==> config.mk <==
export PLATFORM = sky130hd
export DESIGN_NAME = reset_sequencer_flat
export DESIGN_NICKNAME = d
export VERILOG_FILES = /design/src/rtl/reset_sequencer_if.sv /design/src/rtl/reset_sequencer.sv /design/src/flat_wrapper.sv
export SDC_FILE = /design/constraint.sdc
export NUM_CORES = 1
export LEC_CHECK = 0
export CORE_MARGIN = 2
export CORE_UTILIZATION = 45
export CTS_BUF_LIST = sky130_fd_sc_hd__clkbuf_8 sky130_fd_sc_hd__clkbuf_16
export DETAILED_ROUTE_END_ITERATION = 10
export PLACE_DENSITY = 0.67
export SLEW_MARGIN = 40
export SYNTH_ARGS = -nofsm -noshare
export SYNTH_HDL_FRONTEND = slang
export SYNTH_SLANG_ARGS = --single-unit
==> constraint.sdc <==
create_clock -name clk_in -period 2.19 [get_ports clk_in]
set_input_delay 0.219 -clock clk_in [delete_from_list [all_inputs] [get_ports clk_in]]
set_output_delay 0.219 -clock clk_in [all_outputs]
set_load 0.1 [all_outputs]
==> src/rtl/reset_sequencer_if.sv <==
`timescale 1ns/1ps
// Signal bundle between the reset sequencer and the board/consumer side.
// master = sequencer (drives resets/status), slave = the side supplying lock, requests and acks.
interface reset_sequencer_if #(
    parameter int STAGES = 3
);
    logic              pll_locked;
    logic              soft_req;
    logic [STAGES-1:0] stage_ack;
    logic [STAGES-1:0] stage_reset;
    logic              seq_done;
    logic              fault;
    logic [2:0]        state;

    modport master (
        input  pll_locked, soft_req, stage_ack,
        output stage_reset, seq_done, fault, state
    );

    modport slave (
        output pll_locked, soft_req, stage_ack,
        input  stage_reset, seq_done, fault, state
    );
endinterface

==> src/rtl/reset_sequencer.sv <==
`timescale 1ns/1ps
// Multi-domain reset sequencer: filters PLL lock, then releases domains in order, each gated on its ack.
// All outputs registered (pll_locked adds 2 sync edges); no backpressure, restarts on lock loss, soft_req or ack timeout.
module reset_sequencer #(
    parameter int STAGES      = 3,
    parameter int STAGE_DELAY = 16,
    parameter int LOCK_FILTER = 8,
    parameter int ACK_TIMEOUT = 1024
) (
    input  logic              clk_in,
    input  logic              reset_n,
    reset_sequencer_if.master bus
);
    localparam logic [2:0] ASSERT_ALL = 3'd0;
    localparam logic [2:0] WAIT_LOCK  = 3'd1;
    localparam logic [2:0] DELAY      = 3'd2;
    localparam logic [2:0] WAIT_ACK   = 3'd3;
    localparam logic [2:0] RUN        = 3'd4;

    localparam int IDX_W = (STAGES > 1) ? $clog2(STAGES) : 1;
    localparam int DLY_W = $clog2(STAGE_DELAY + 1);
    localparam int LF_W  = $clog2(LOCK_FILTER + 1);
    localparam int TO_W  = $clog2(ACK_TIMEOUT + 1);

    // Each phase leaves on the edge its counter would reach the limit, so a
    // phase of N cycles occupies exactly N edges and counters never exceed N-1.
    localparam logic [DLY_W-1:0] DLY_LAST = DLY_W'(STAGE_DELAY - 1);
    localparam logic [LF_W-1:0]  LF_LAST  = LF_W'(LOCK_FILTER - 1);
    localparam logic [TO_W-1:0]  TO_LAST  = TO_W'(ACK_TIMEOUT - 1);
    localparam logic [IDX_W-1:0] IDX_LAST = IDX_W'(STAGES - 1);

    logic [2:0]        state_q, state_d;
    logic [IDX_W-1:0]  idx_q, idx_d;
    logic [DLY_W-1:0]  dcnt_q, dcnt_d;
    logic [LF_W-1:0]   lcnt_q, lcnt_d;
    logic [TO_W-1:0]   tcnt_q, tcnt_d;
    logic              sync1_q, sync2_q;
    logic [STAGES-1:0] stage_reset_q, stage_reset_d;
    logic              seq_done_q, seq_done_d;
    logic              fault_q, fault_d;
    logic              restart;

    assign restart = !sync2_q || bus.soft_req;

    always_comb begin
        state_d       = state_q;
        idx_d         = idx_q;
        dcnt_d        = dcnt_q;
        lcnt_d        = '0;
        tcnt_d        = tcnt_q;
        stage_reset_d = stage_reset_q;
        seq_done_d    = seq_done_q;
        fault_d       = fault_q;

        // Restart outranks timeout and ack; also catches the unused state codes.
        if (state_q != ASSERT_ALL && (restart || state_q > RUN)) begin
            state_d       = ASSERT_ALL;
            stage_reset_d = '1;
            seq_done_d    = 1'b0;
            dcnt_d        = '0;
        end else begin
            case (state_q)
                ASSERT_ALL: begin
                    stage_reset_d = '1;
                    seq_done_d    = 1'b0;
                    if (dcnt_q == DLY_LAST) begin
                        dcnt_d  = '0;
                        state_d = WAIT_LOCK;
                    end else begin
                        dcnt_d = dcnt_q + DLY_W'(1);
                    end
                end
                WAIT_LOCK: begin
                    // Lock is known high here; a low cycle is a restart handled above.
                    if (lcnt_q == LF_LAST) begin
                        idx_d   = '0;
                        dcnt_d  = '0;
                        state_d = DELAY;
                    end else begin
                        lcnt_d = lcnt_q + LF_W'(1);
                    end
                end
                DELAY: begin
                    if (dcnt_q == DLY_LAST) begin
                        stage_reset_d[idx_q] = 1'b0;
                        dcnt_d               = '0;
                        tcnt_d               = '0;
                        state_d              = WAIT_ACK;
                    end else begin
                        dcnt_d = dcnt_q + DLY_W'(1);
                    end
                end
                WAIT_ACK: begin
                    if (tcnt_q == TO_LAST) begin
                        fault_d       = 1'b1;
                        stage_reset_d = '1;
                        dcnt_d        = '0;
                        state_d       = ASSERT_ALL;
                    end else if (bus.stage_ack[idx_q]) begin
                        if (idx_q == IDX_LAST) begin
                            seq_done_d = 1'b1;
                            state_d    = RUN;
                        end else begin
                            idx_d   = idx_q + IDX_W'(1);
                            dcnt_d  = '0;
                            state_d = DELAY;
                        end
                    end else begin
                        tcnt_d = tcnt_q + TO_W'(1);
                    end
                end
                RUN:     state_d = RUN;
                default: state_d = ASSERT_ALL;
            endcase
        end
    end

    always_ff @(posedge clk_in or negedge reset_n) begin
        if (!reset_n) begin
            state_q       <= ASSERT_ALL;
            idx_q         <= '0;
            dcnt_q        <= '0;
            lcnt_q        <= '0;
            tcnt_q        <= '0;
            sync1_q       <= 1'b0;
            sync2_q       <= 1'b0;
            stage_reset_q <= '1;
            seq_done_q    <= 1'b0;
            fault_q       <= 1'b0;
        end else begin
            state_q       <= state_d;
            idx_q         <= idx_d;
            dcnt_q        <= dcnt_d;
            lcnt_q        <= lcnt_d;
            tcnt_q        <= tcnt_d;
            sync1_q       <= bus.pll_locked;
            sync2_q       <= sync1_q;
            stage_reset_q <= stage_reset_d;
            seq_done_q    <= seq_done_d;
            fault_q       <= fault_d;
        end
    end

    assign bus.stage_reset = stage_reset_q;
    assign bus.seq_done    = seq_done_q;
    assign bus.fault       = fault_q;
    assign bus.state       = state_q;
endmodule
==> src/flat_wrapper.sv <==
// flat-port wrapper written by rule: the top's interface ports become plain ports
module reset_sequencer_flat 
#(
    parameter int STAGES      = 3,
    parameter int STAGE_DELAY = 16,
    parameter int LOCK_FILTER = 8,
    parameter int ACK_TIMEOUT = 1024
)
  (clk_in, reset_n, bus_pll_locked, bus_soft_req, bus_stage_ack, bus_stage_reset, bus_seq_done, bus_fault, bus_state);
  reset_sequencer_if #(.STAGES(STAGES)) bus_i ();
  input  logic clk_in;
  input  logic reset_n;
  input wire logic [$bits(bus_i.pll_locked)-1:0] bus_pll_locked;
  input wire logic [$bits(bus_i.soft_req)-1:0] bus_soft_req;
  input wire logic [$bits(bus_i.stage_ack)-1:0] bus_stage_ack;
  output wire logic [$bits(bus_i.stage_reset)-1:0] bus_stage_reset;
  output wire logic [$bits(bus_i.seq_done)-1:0] bus_seq_done;
  output wire logic [$bits(bus_i.fault)-1:0] bus_fault;
  output wire logic [$bits(bus_i.state)-1:0] bus_state;
  assign bus_i.pll_locked = bus_pll_locked;
  assign bus_i.soft_req = bus_soft_req;
  assign bus_i.stage_ack = bus_stage_ack;
  assign bus_stage_reset = bus_i.stage_reset;
  assign bus_seq_done = bus_i.seq_done;
  assign bus_fault = bus_i.fault;
  assign bus_state = bus_i.state;
  reset_sequencer #(.STAGES(STAGES), .STAGE_DELAY(STAGE_DELAY), .LOCK_FILTER(LOCK_FILTER), .ACK_TIMEOUT(ACK_TIMEOUT)) u_core (.clk_in(clk_in), .reset_n(reset_n), .bus(bus_i));
endmodule
==> parameters.txt <==
Parameter                              Value

Placed design
  Total half-perimeter wirelength after legalization and detailed placement    2.66 mm
  Number of input and output port buffers inserted    14
  Weighted congestion reported at the end of routability-driven placement    0.781

Pwr
  Power share of the combinational group    0.331
  Share of total power in the clock network    0.287
  Switching portion of total power    0.347
  Power after layout    1.93 mW
  LEAKAGE    0.973 nW
  Relative contribution of sequential cells to total power    0.382
  Power density over cell area    918 nW/um^2
  Highest ir drop seen on vdd    0.497 mV
  Int Pwr    1.26 mW
  Switching Power    0.670 mW

Floorplan
  Std cell rows    22
  Die span in y    66.4 um
  Effective utilization at floorplan    0.472
  Die width    66.4 um
  Total die area    4410 um^2
  Placeable core region    3720 um^2
  Boundary pin count    15

Route
  Routed length on met1    1.67 mm
  Met2 wirelength from detailed routing    1.72 mm
  Routed Wire Length    3.59 mm
  Routed WL per cell    14.1 um
  Residual DRC count    0
  Top metal layer carrying routed signals    met4
  Antenna-violating nets left    0
  Initial DRC Count    58
  Mean number of vias per cell    5.53
  Overall via count from detail_route    1409
  Met3 WL    159 um
  Initial DRT Pass Iterations    4

Status
  Result of the run    finished, final reports clean

Global route
  Initial antenna violation count    0
  Overall track demand over capacity in global routing    0.181
  Number of global-route vias before repair    1384
  Overflow after GRT    0
  Largest net degree at the start of global routing    33
  First-pass GRT wire length    6.07 mm

Yosys
  Cell taking the most area after synthesis    dfrtp_1
  Warnings from Yosys    0
  Post-synthesis average cell area    9.79 um^2
  Post-synthesis register bit count    32
  Library cells used by synthesis    53
  Share of synthesized registers carrying an async set or reset    1.00
  Top-count cell post-synth    dfrtp_1
  Seq/Total Area, Yosys    0.459
  Commonest cells post-synth    29 x dfrtp_1, 20 x nand2_1, 13 x nor2_1, 9 x and3_1, 9 x nand3_1
  Gate count after technology mapping    179
  Leading cell types by total area after synthesis    dfrtp_1 41%, dfstp_2 4.5%, ha_1 4.3%
  EDFF count, synth    0
  Area share of the leading cell type in the synthesized netlist    0.414
  Cell area after synthesis    1750 um^2
  Primary FF master, synth    dfrtp_1
  Synthesized Nets    192

Clocking
  Hold Buf Count CTS    0
  Total CTS buffers    5
  Clock Tree Buf Depth    2
  # H-tree levels    2
  Skew-Pair Late Insertion Delay    280 ps
  CTS clk-pin slew, worst paths    70 ps
  Root Buffer    clkbuf_8
  Clock Sinks    32
  Post-CTS Setup Bufs    0
  CTS tree    built

STA
  Accumulated negative setup slack    0 ps
  Final critical-path share of the clock period    0.958
  Remaining max-slew budget at the tightest pin    0.691
  Number of hold violations in the final report    0
  Number of failing setup endpoints in the final timing report    0
  Post-route minimum period    2100 ps
  Actual transition at the worst max-transition pin    463 ps
  RSZ-0062 raised after global routing    no
  Max Freq    477 MHz
  Worst hold slack across all endpoints    330 ps
  Slew Viols, Final    0
  Worst clock skew    4.42 ps

Worst setup path
  Worst setup EP type    register
  Startpoint class of the critical path    register
  Slack of the worst reg-to-reg path    90 ps
  Arrival @ worst endpoint    2270 ps
  Worst-path fanout max    7
  Crit path kind    reg -> reg
  Data required time at the worst endpoint    2360 ps

Cells and area
  Area of all sequential standard cells    808 um^2
  Synthesis-to-layout area growth    20.1%
  Final layout net count    219
  Layout fillers    330
  Fraction of final layout cells sized beyond drive strength 1    0.232
  Multi-input gate area    890 um^2
  Final Core Density    0.567
  Diode insertion count for antenna repair    0

Hold path
  Min-delay worst type    in -> async

Run
  Max_cap viols    0
-- sequential cells by signal, indices dropped and copies added, names as in the netlist --
register,count
u_core.sync1_q,1
u_core.bus.state,3
u_core.bus.fault,1
u_core.bus.seq_done,1
u_core.idx_q,2
u_core.tcnt_q,11
u_core.dcnt_q,5
u_core.bus.stage_reset,3
u_core.lcnt_q,4
u_core.sync2_q,1
-- per-layer routing --
metal / GRT usage / up-vias
li1: - / 702
met1: 0.223 / 678
met3: 0.0562 / 5
met4: 0.0561 / 0
met5: 0 / -
met2: 0.300 / 24
-- worst max-delay path, stage by stage, from the launching register on --
cell	delay, ps
dfrtp_1	410
ha_1	240
and3_1	260
nand3_1	140
o21ai_1	110
or3_1	450
a221o_1	390
-- worst paths after layout --
| check | from | end | depth (start not counted) |
|---|---|---|---|
| max reg2reg | u_core.tcnt_q[0]$_DFFE_PN0P_ | u_core.tcnt_q[9]$_DFFE_PN0P_ | 6 |
| min in group clk_in | u_core.sync1_q$_DFF_PN0_ | u_core.sync2_q$_DFF_PN0_ | 0 |
| min | reset_n | u_core.bus.seq_done$_DFFE_PN0P_ | 2 |
| max | u_core.tcnt_q[0]$_DFFE_PN0P_ | u_core.tcnt_q[9]$_DFFE_PN0P_ | 6 |
| min reg2reg | u_core.sync1_q$_DFF_PN0_ | u_core.sync2_q$_DFF_PN0_ | 0 |
| max in group asynchronous | reset_n | u_core.bus.stage_reset[1]$_DFFE_PN1P_ | 2 |
-- stage by stage --
stage                     instance area [um^2]  setup WS, ps  instances
after floorplan                           1760          70.9        179
after global placement                    1990          72.9        247
after detailed placement                  1990          23.8        247
after CTS                                 2100          91.4        255
after global routing                      2110          10.5        255
final                                     2110          91.7        255
-- power groups by stage --
| stage | Clock [mW] | Sequential, mW | Combinational (mW) |
|---|---|---|---|
| 2_1_floorplan | 0 | 0.812 | 0.372 |
| 3_3_place_gp | 0 | 0.741 | 0.613 |
| 3_5_place_dp | 0 | 0.749 | 0.631 |
| 4_1_cts | 0.568 | 0.738 | 0.637 |
| 5_1_grt | 0.600 | 0.746 | 0.721 |
| 6_report | 0.554 | 0.739 | 0.640 |
-- area by class of cell --
class | instances | area share
multi-input combinational | 134 | 0.422
inverter | 7 | 0.0125
sequential | 32 | 0.384
timing repair buffer | 26 | 0.0998
clock inverter | 3 | 0.0202
tap | 48 | 0.0285
clock buffer | 5 | 0.0327
-- cells by family (layout without fill, tap and decap cells) --
family                     Yosys count  in the layout  synth area share
AOI/OAI and AO/OA                   42             42             0.176
buffers and inverters               13             41            0.0371
and+or+nand+nor                     76             76             0.227
adders and majority gates            7              7            0.0485
xor gates and xnor gates             3              3            0.0150
muxes                                6              6            0.0378
DFF                                 32             32             0.459
-- what timing repair did --
item                                    4_1_cts  5_1_grt
endpoints found under the setup margin        0        1
endpoints found under the hold margin         0        0
resized for setup                             0        1
-- layout by cell type, fill, tap and decap left out, drive strengths merged, types with 6 or more instances in the layout --
cell type	count
o21ai	6
nor2	13
nand3	9
a21oi	10
inv	7
and3	10
buf	20
dfrtp	29
clkdlybuf4s50	6
nand2	20
ha	6
No activity file was read; power rests on OpenSTA's default activity.
